`src/rtl/div_scan_ctrl.sv`:
```
// Range sequencer for the nibble divisibility checker: walks chk_val over [lo, hi]
// one value per clock and accumulates hit count, hit mask and the first hit.
module div_scan_ctrl #(
    parameter int W = 4
) (
    input  logic              clk,
    input  logic              rst_n,
    input  logic              start,
    input  logic              abort,
    input  logic [W-1:0]      lo,
    input  logic [W-1:0]      hi,
    output logic [W-1:0]      chk_val,
    output logic              chk_vld,
    input  logic              chk_div,
    output logic              busy,
    output logic              done,
    output logic              err,
    output logic              aborted,
    output logic [W:0]        hit_cnt,
    output logic [2**W-1:0]   hit_mask,
    output logic [W-1:0]      first_hit,
    output logic              first_vld,
    output logic [1:0]        dbg_state
);

    typedef enum logic [1:0] {
        S_IDLE = 2'd0,
        S_SCAN = 2'd1,
        S_DONE = 2'd2
    } state_e;

    state_e            state_q, state_d;
    logic [W-1:0]      cur_q, cur_d;
    logic [W-1:0]      hi_q, hi_d;
    logic [W:0]        hit_cnt_q, hit_cnt_d;
    logic [2**W-1:0]   hit_mask_q, hit_mask_d;
    logic [W-1:0]      first_hit_q, first_hit_d;
    logic              first_vld_q, first_vld_d;
    logic              err_q, err_d;
    logic              aborted_q, aborted_d;

    always_ff @(posedge clk or negedge rst_n) begin
        if (!rst_n) begin
            state_q     <= S_IDLE;
            cur_q       <= '0;
            hi_q        <= '0;
            hit_cnt_q   <= '0;
            hit_mask_q  <= '0;
            first_hit_q <= '0;
            first_vld_q <= 1'b0;
            err_q       <= 1'b0;
            aborted_q   <= 1'b0;
        end else begin
            state_q     <= state_d;
            cur_q       <= cur_d;
            hi_q        <= hi_d;
            hit_cnt_q   <= hit_cnt_d;
            hit_mask_q  <= hit_mask_d;
            first_hit_q <= first_hit_d;
            first_vld_q <= first_vld_d;
            err_q       <= err_d;
            aborted_q   <= aborted_d;
        end
    end

    // Control: start is a level sampled only in IDLE (ignored otherwise, no
    // acknowledge); abort is sampled only in SCAN and still lets that cycle's
    // checker result count. Completion is the single-cycle done pulse.
    always_comb begin
        state_d     = state_q;
        cur_d       = cur_q;
        hi_d        = hi_q;
        hit_cnt_d   = hit_cnt_q;
        hit_mask_d  = hit_mask_q;
        first_hit_d = first_hit_q;
        first_vld_d = first_vld_q;
        err_d       = err_q;
        aborted_d   = aborted_q;

        case (state_q)
            S_IDLE: begin
                if (start) begin
                    hi_d        = hi;
                    cur_d       = lo;
                    hit_cnt_d   = '0;
                    hit_mask_d  = '0;
                    first_hit_d = '0;
                    first_vld_d = 1'b0;
                    aborted_d   = 1'b0;
                    err_d       = (lo > hi);
                    state_d     = (lo > hi) ? S_DONE : S_SCAN;
                end
            end
            S_SCAN: begin
                if (chk_div) begin
                    hit_cnt_d         = hit_cnt_q + 1'b1;
                    hit_mask_d[cur_q] = 1'b1;
                    if (!first_vld_q) begin
                        first_hit_d = cur_q;
                        first_vld_d = 1'b1;
                    end
                end
                // Equality test before increment so hi = all-ones never wraps.
                if (abort) begin
                    aborted_d = 1'b1;
                    state_d   = S_DONE;
                end else if (cur_q == hi_q) begin
                    state_d = S_DONE;
                end else begin
                    cur_d = cur_q + 1'b1;
                end
            end
            S_DONE: begin
                state_d = S_IDLE;
            end
            default: begin
                state_d = S_IDLE;
            end
        endcase
    end

    assign chk_vld   = (state_q == S_SCAN);
    assign chk_val   = chk_vld ? cur_q : '0;
    assign busy      = (state_q != S_IDLE);
    assign done      = (state_q == S_DONE);
    assign err       = err_q;
    assign aborted   = aborted_q;
    assign hit_cnt   = hit_cnt_q;
    assign hit_mask  = hit_mask_q;
    assign first_hit = first_hit_q;
    assign first_vld = first_vld_q;
    assign dbg_state = state_q;

endmodule

```
`config.mk`:
```
export PLATFORM = sky130hd
export DESIGN_NAME = div_scan_ctrl
export DESIGN_NICKNAME = d
export VERILOG_FILES = /design/src/rtl/div_scan_ctrl.sv
export SDC_FILE = /design/constraint.sdc
export NUM_CORES = 1
export LEC_CHECK = 0
export ABC_CLOCK_PERIOD_IN_PS = 1700
export CORE_ASPECT_RATIO = 1.1
export CORE_MARGIN = 5
export CORE_UTILIZATION = 44
export DETAILED_ROUTE_END_ITERATION = 10
export PLACE_DENSITY = 0.85
export SETUP_SLACK_MARGIN = 0.5
export SLEW_MARGIN = 20
export SYNTH_ARGS = -nofsm -noshare
export SYNTH_HDL_FRONTEND = slang
export SYNTH_SLANG_ARGS = --single-unit
```
`constraint.sdc`:
```
create_clock -name clk -period 1.7 [get_ports clk]
set_input_delay 0.255 -clock clk [delete_from_list [all_inputs] [get_ports clk]]
set_output_delay 0.255 -clock clk [all_outputs]
set_load 0.05 [all_outputs]
```
==> reports/qor.tcl <==
set qor(run_status) {finished with violations}
set qor(violations_in_the_final_reports) {setup timing}
set qor(port-buffer-count) 49
set qor(rows) 25
set qor(place.gp.congestion) 0.872
set qor(die_area_um2) 5810
set qor(detail_route.wl_per_cell_um) 23.1
set qor(max_clock_freq_ghz) 0.587
set qor(wire_length_of_the_first_global_routing_pass_um) 11000
set qor(avgViaCountPerCell) 6.10
set qor(via_count) 2202
set qor(nNetsFinal) 328
set qor(ys_async_sr_fraction) 1.00
set qor(detailedPlacementHpwl_um) 3770
set qor(yosys_warnings) 0
set qor(floorplan.initialDensity) 0.450
set qor(required_ns) 1.89
set qor(antenna_found_initial) 0
set qor(proportion_of_synthesized_chip_area_in_sequential_cells) 0.493
set qor(post_synth.cell_area_avg_um2) 9.74
set qor(io_pins) 50
set qor(utilization) 0.855
set qor(yosys.cell_types.count) 42
set qor(area_overhead_vs_synth_pct) 90.0
set qor(final_layout_size_suffix_gt1_frac) 0.609
set qor(power.static_leakage_nw) 1.71
set qor(clock_sink_count) 38
set qor(slew-limit-headroom) 0.665
set qor(htree_num_levels) 2
set qor(worst_setup_path_end_kind) {flop}
set qor(drt-pass1-iter-count) 6
set qor(tritoncts_clock_tree) {yes}
set qor(fillerInstances) 201
set qor(cts.path.max_buffers) 2
set qor(detail_route.wirelength_um) 8340
set qor(grt_pass1_vias) 2089
set qor(clkTransAtPathRegs_ns) 0.08
set qor(p_total_mw) 7.34
set qor(criticalPathCategory) {flop to flop}
set qor(critPathArrivalTime_ns) 1.89
set qor(worst_setup_path_start_kind) {flop}
set qor(cts_made_buffers) 5
set qor(final_critical_path_setup_slack_ns) -0.00273
set qor(number_of_enable_type_register_cells_in_the_synthesized_netlist) 0
set qor(core_outline_area_um2) 4290
set qor(fin_worst_hold_slack_ns) 0.405
set qor(detail_route.drc_violations) 0
set qor(unrepaired_setup_endpoints_after_global_routing) {true}
set qor(dpl-instance-area_um2) 2750
set qor(synth_cells) 198
set qor(n_antenna_cell) 0
set qor(vdd_ir_drop_max_uv) 1390
set qor(finish.instance_area_um2) 3660
set qor(syn_nets) 220
set qor(count_of_routing_violations_after_the_opening_detailed_route_iteration) 193
set qor(post-route-min-period_ns) 1.70
set qor(grt_max_degree) 22
set qor(die_height_um) 79.4
set qor(synthesis.area_um2) 1930
set qor(final.period_utilization) 1.00
set qor(critical_path.max_fanout) 5
set qor(postRouteAntennaNets) 0
set qor(maxCapViolations) 0
set qor(cts.root.buffer_cell) {sky130_fd_sc_hd__clkbuf_8}
set qor(overflow) 0
set qor(min-delay-path-class) {input pin to flop}
set qor(slew_at_the_pin_with_the_worst_max_slew_slack_ns) 0.503
set qor(synth_seq_cells) 38
set qor(fin_worst_skew_ns) 0.00675
set qor(grt_use_total) 0.253
set qor(die_x_um) 73.1
set qor(total_of_endpoints_with_negative_setup_slack_in_the_final_report) 2
set qor(timing.final.max_slew_violations) 0
set qor(pre_cts_slack_ns) -0.105
set qor(power_density_nw_per_um2) 2000
set qor(clock_latency_ns) 0.31
set qor(synth_ff_type) {sky130_fd_sc_hd__dfrtp_1}
set qor(final-hold-violation-count) 0
[synthesized netlist by cell type (3+ instances only)]
master	count	area [um2]
sky130_fd_sc_hd__nand4_1	4	25.0
sky130_fd_sc_hd__clkbuf_1	3	11.3
sky130_fd_sc_hd__nor3_1	4	20.0
sky130_fd_sc_hd__xor2_1	3	26.3
sky130_fd_sc_hd__mux2i_1	3	30.0
sky130_fd_sc_hd__mux2_2	4	45.0
sky130_fd_sc_hd__nand3_1	6	30.0
sky130_fd_sc_hd__o21ai_0	12	60.1
sky130_fd_sc_hd__nor2b_1	3	18.8
sky130_fd_sc_hd__ha_1	9	113
sky130_fd_sc_hd__nand2_1	18	67.6
sky130_fd_sc_hd__a21oi_1	20	100
sky130_fd_sc_hd__a22o_1	3	26.3
sky130_fd_sc_hd__dfrtp_1	38	951
sky130_fd_sc_hd__nor2_1	21	78.8
sky130_fd_sc_hd__buf_2	3	15.0
sky130_fd_sc_hd__inv_1	13	48.8
[cells in the final DEF (no fill, tap or decap), types with 4 or more instances in the layout]
cell type and instances:
sky130_fd_sc_hd__ha_1 5, sky130_fd_sc_hd__buf_4 53, sky130_fd_sc_hd__dlygate4sd2_1 4, sky130_fd_sc_hd__buf_12 12, sky130_fd_sc_hd__nand4_1 4, sky130_fd_sc_hd__o21ai_2 4
sky130_fd_sc_hd__nor3_4 4, sky130_fd_sc_hd__nor2_4 6, sky130_fd_sc_hd__a21oi_2 14, sky130_fd_sc_hd__nand2_1 12, sky130_fd_sc_hd__o21ai_1 7, sky130_fd_sc_hd__nand2_2 4
sky130_fd_sc_hd__dfrtp_1 34, sky130_fd_sc_hd__buf_6 27, sky130_fd_sc_hd__dfrtp_2 4, sky130_fd_sc_hd__nor2_1 15, sky130_fd_sc_hd__clkbuf_8 6, sky130_fd_sc_hd__inv_1 8
sky130_fd_sc_hd__nand3_2 4, sky130_fd_sc_hd__mux2_4 4, sky130_fd_sc_hd__clkdlybuf4s50_1 7
[logic make-up (layout without fill, tap and decap cells)]
group	after synthesis	after routing	synth area share
adders and majority gates	9	9	0.0584
muxes	7	7	0.0389
DFF	38	38	0.493
xor gates and xnor gates	4	4	0.0221
buffers and inverters	22	130	0.0506
AOI/OAI and AO/OA	52	52	0.174
and+or+nand+nor	66	67	0.163
[metal layers]
metal | routed length (um) | share of wire | vias up | track usage
met5 | 0 | 0 | - | 0
met4 | 370 | 0.044 | 0 | 0.149
met3 | 697 | 0.084 | 37 | 0.0491
met2 | 4040 | 0.48 | 153 | 0.411
met1 | 3230 | 0.39 | 1098 | 0.306
li1 | - | - | 914 | -
[path summary, 6_finish.rpt]
path | start | to | slack (ns) | cells after the start
worst min register to register | first_hit[1]$_DFFE_PN0P_ | first_hit[1]$_DFFE_PN0P_ | 0.52 | 1
max in group asynchronous | rst_n | cur_q[2]$_DFFE_PN0P_ | 0.75 | 3
worst max register to register | hi_q[0]$_DFFE_PN0P_ | cur_q[1]$_DFFE_PN0P_ | -0.003 | 5
min in group asynchronous | rst_n | first_hit[2]$_DFFE_PN0P_ | 0.45 | 2
worst min-delay path | hi[1] | hi_q[1]$_DFFE_PN0P_ | 0.40 | 3
worst max-delay path | hi_q[0]$_DFFE_PN0P_ | cur_q[1]$_DFFE_PN0P_ | -0.003 | 5
[where the power goes]
group | switching (mW) | internal [mW] | leakage [nW] | total, mW
clock | 0.356 | 0.326 | 0.0472 | 0.682
sequential | 0.294 | 1.17 | 0.500 | 1.47
combinational | 2.88 | 2.31 | 1.16 | 5.19
total | 3.53 | 3.81 | 1.71 | 7.34
[final cells by class]
class	count	area (um2)	share of cell area
multi-input combinational	139	1340	0.365
sequential	38	956	0.261
clock inverter	2	12.5	0.00342
tap	54	67.6	0.0184
clock buffer	6	82.6	0.0225
inverter	13	73.8	0.0202
timing repair buffer	109	1130	0.310
[per-stage QoR]
step / setup TNS (ns) / std cells
after global placement: -0.124 / 310
final: -0.00327 / 361
after floorplan: 0 / 198
after detailed placement: -0.273 / 310
after global routing: -0.223 / 361
after CTS: 0 / 345
[worst max-delay path, cell delays in order (launching register included)]
cell,delay [ns]
sky130_fd_sc_hd__dfrtp_1,0.41
sky130_fd_sc_hd__xor2_2,0.21
sky130_fd_sc_hd__o41ai_4,0.49
sky130_fd_sc_hd__buf_4,0.19
sky130_fd_sc_hd__o221ai_2,0.07
sky130_fd_sc_hd__a31o_1,0.21
[sequential cells by signal, indices dropped and copies added, names as in the netlist]
| name | count |
|---|---|
| cur_q | 4 |
| first_hit | 4 |
| hi_q | 4 |
| hit_mask | 16 |
| dbg_state | 2 |
| aborted | 1 |
| hit_cnt | 5 |
| first_vld | 1 |
| err | 1 |
[timing repair]
action                     CTS  global route
cloned                       2             0
pin swaps                   37            29
resized for setup           71            45
hold endpoints to repair    17             0
hold buffers                 1             0
setup endpoints to repair   48            52
buffers inserted            24            16
(Power assumes the default switching activity.)
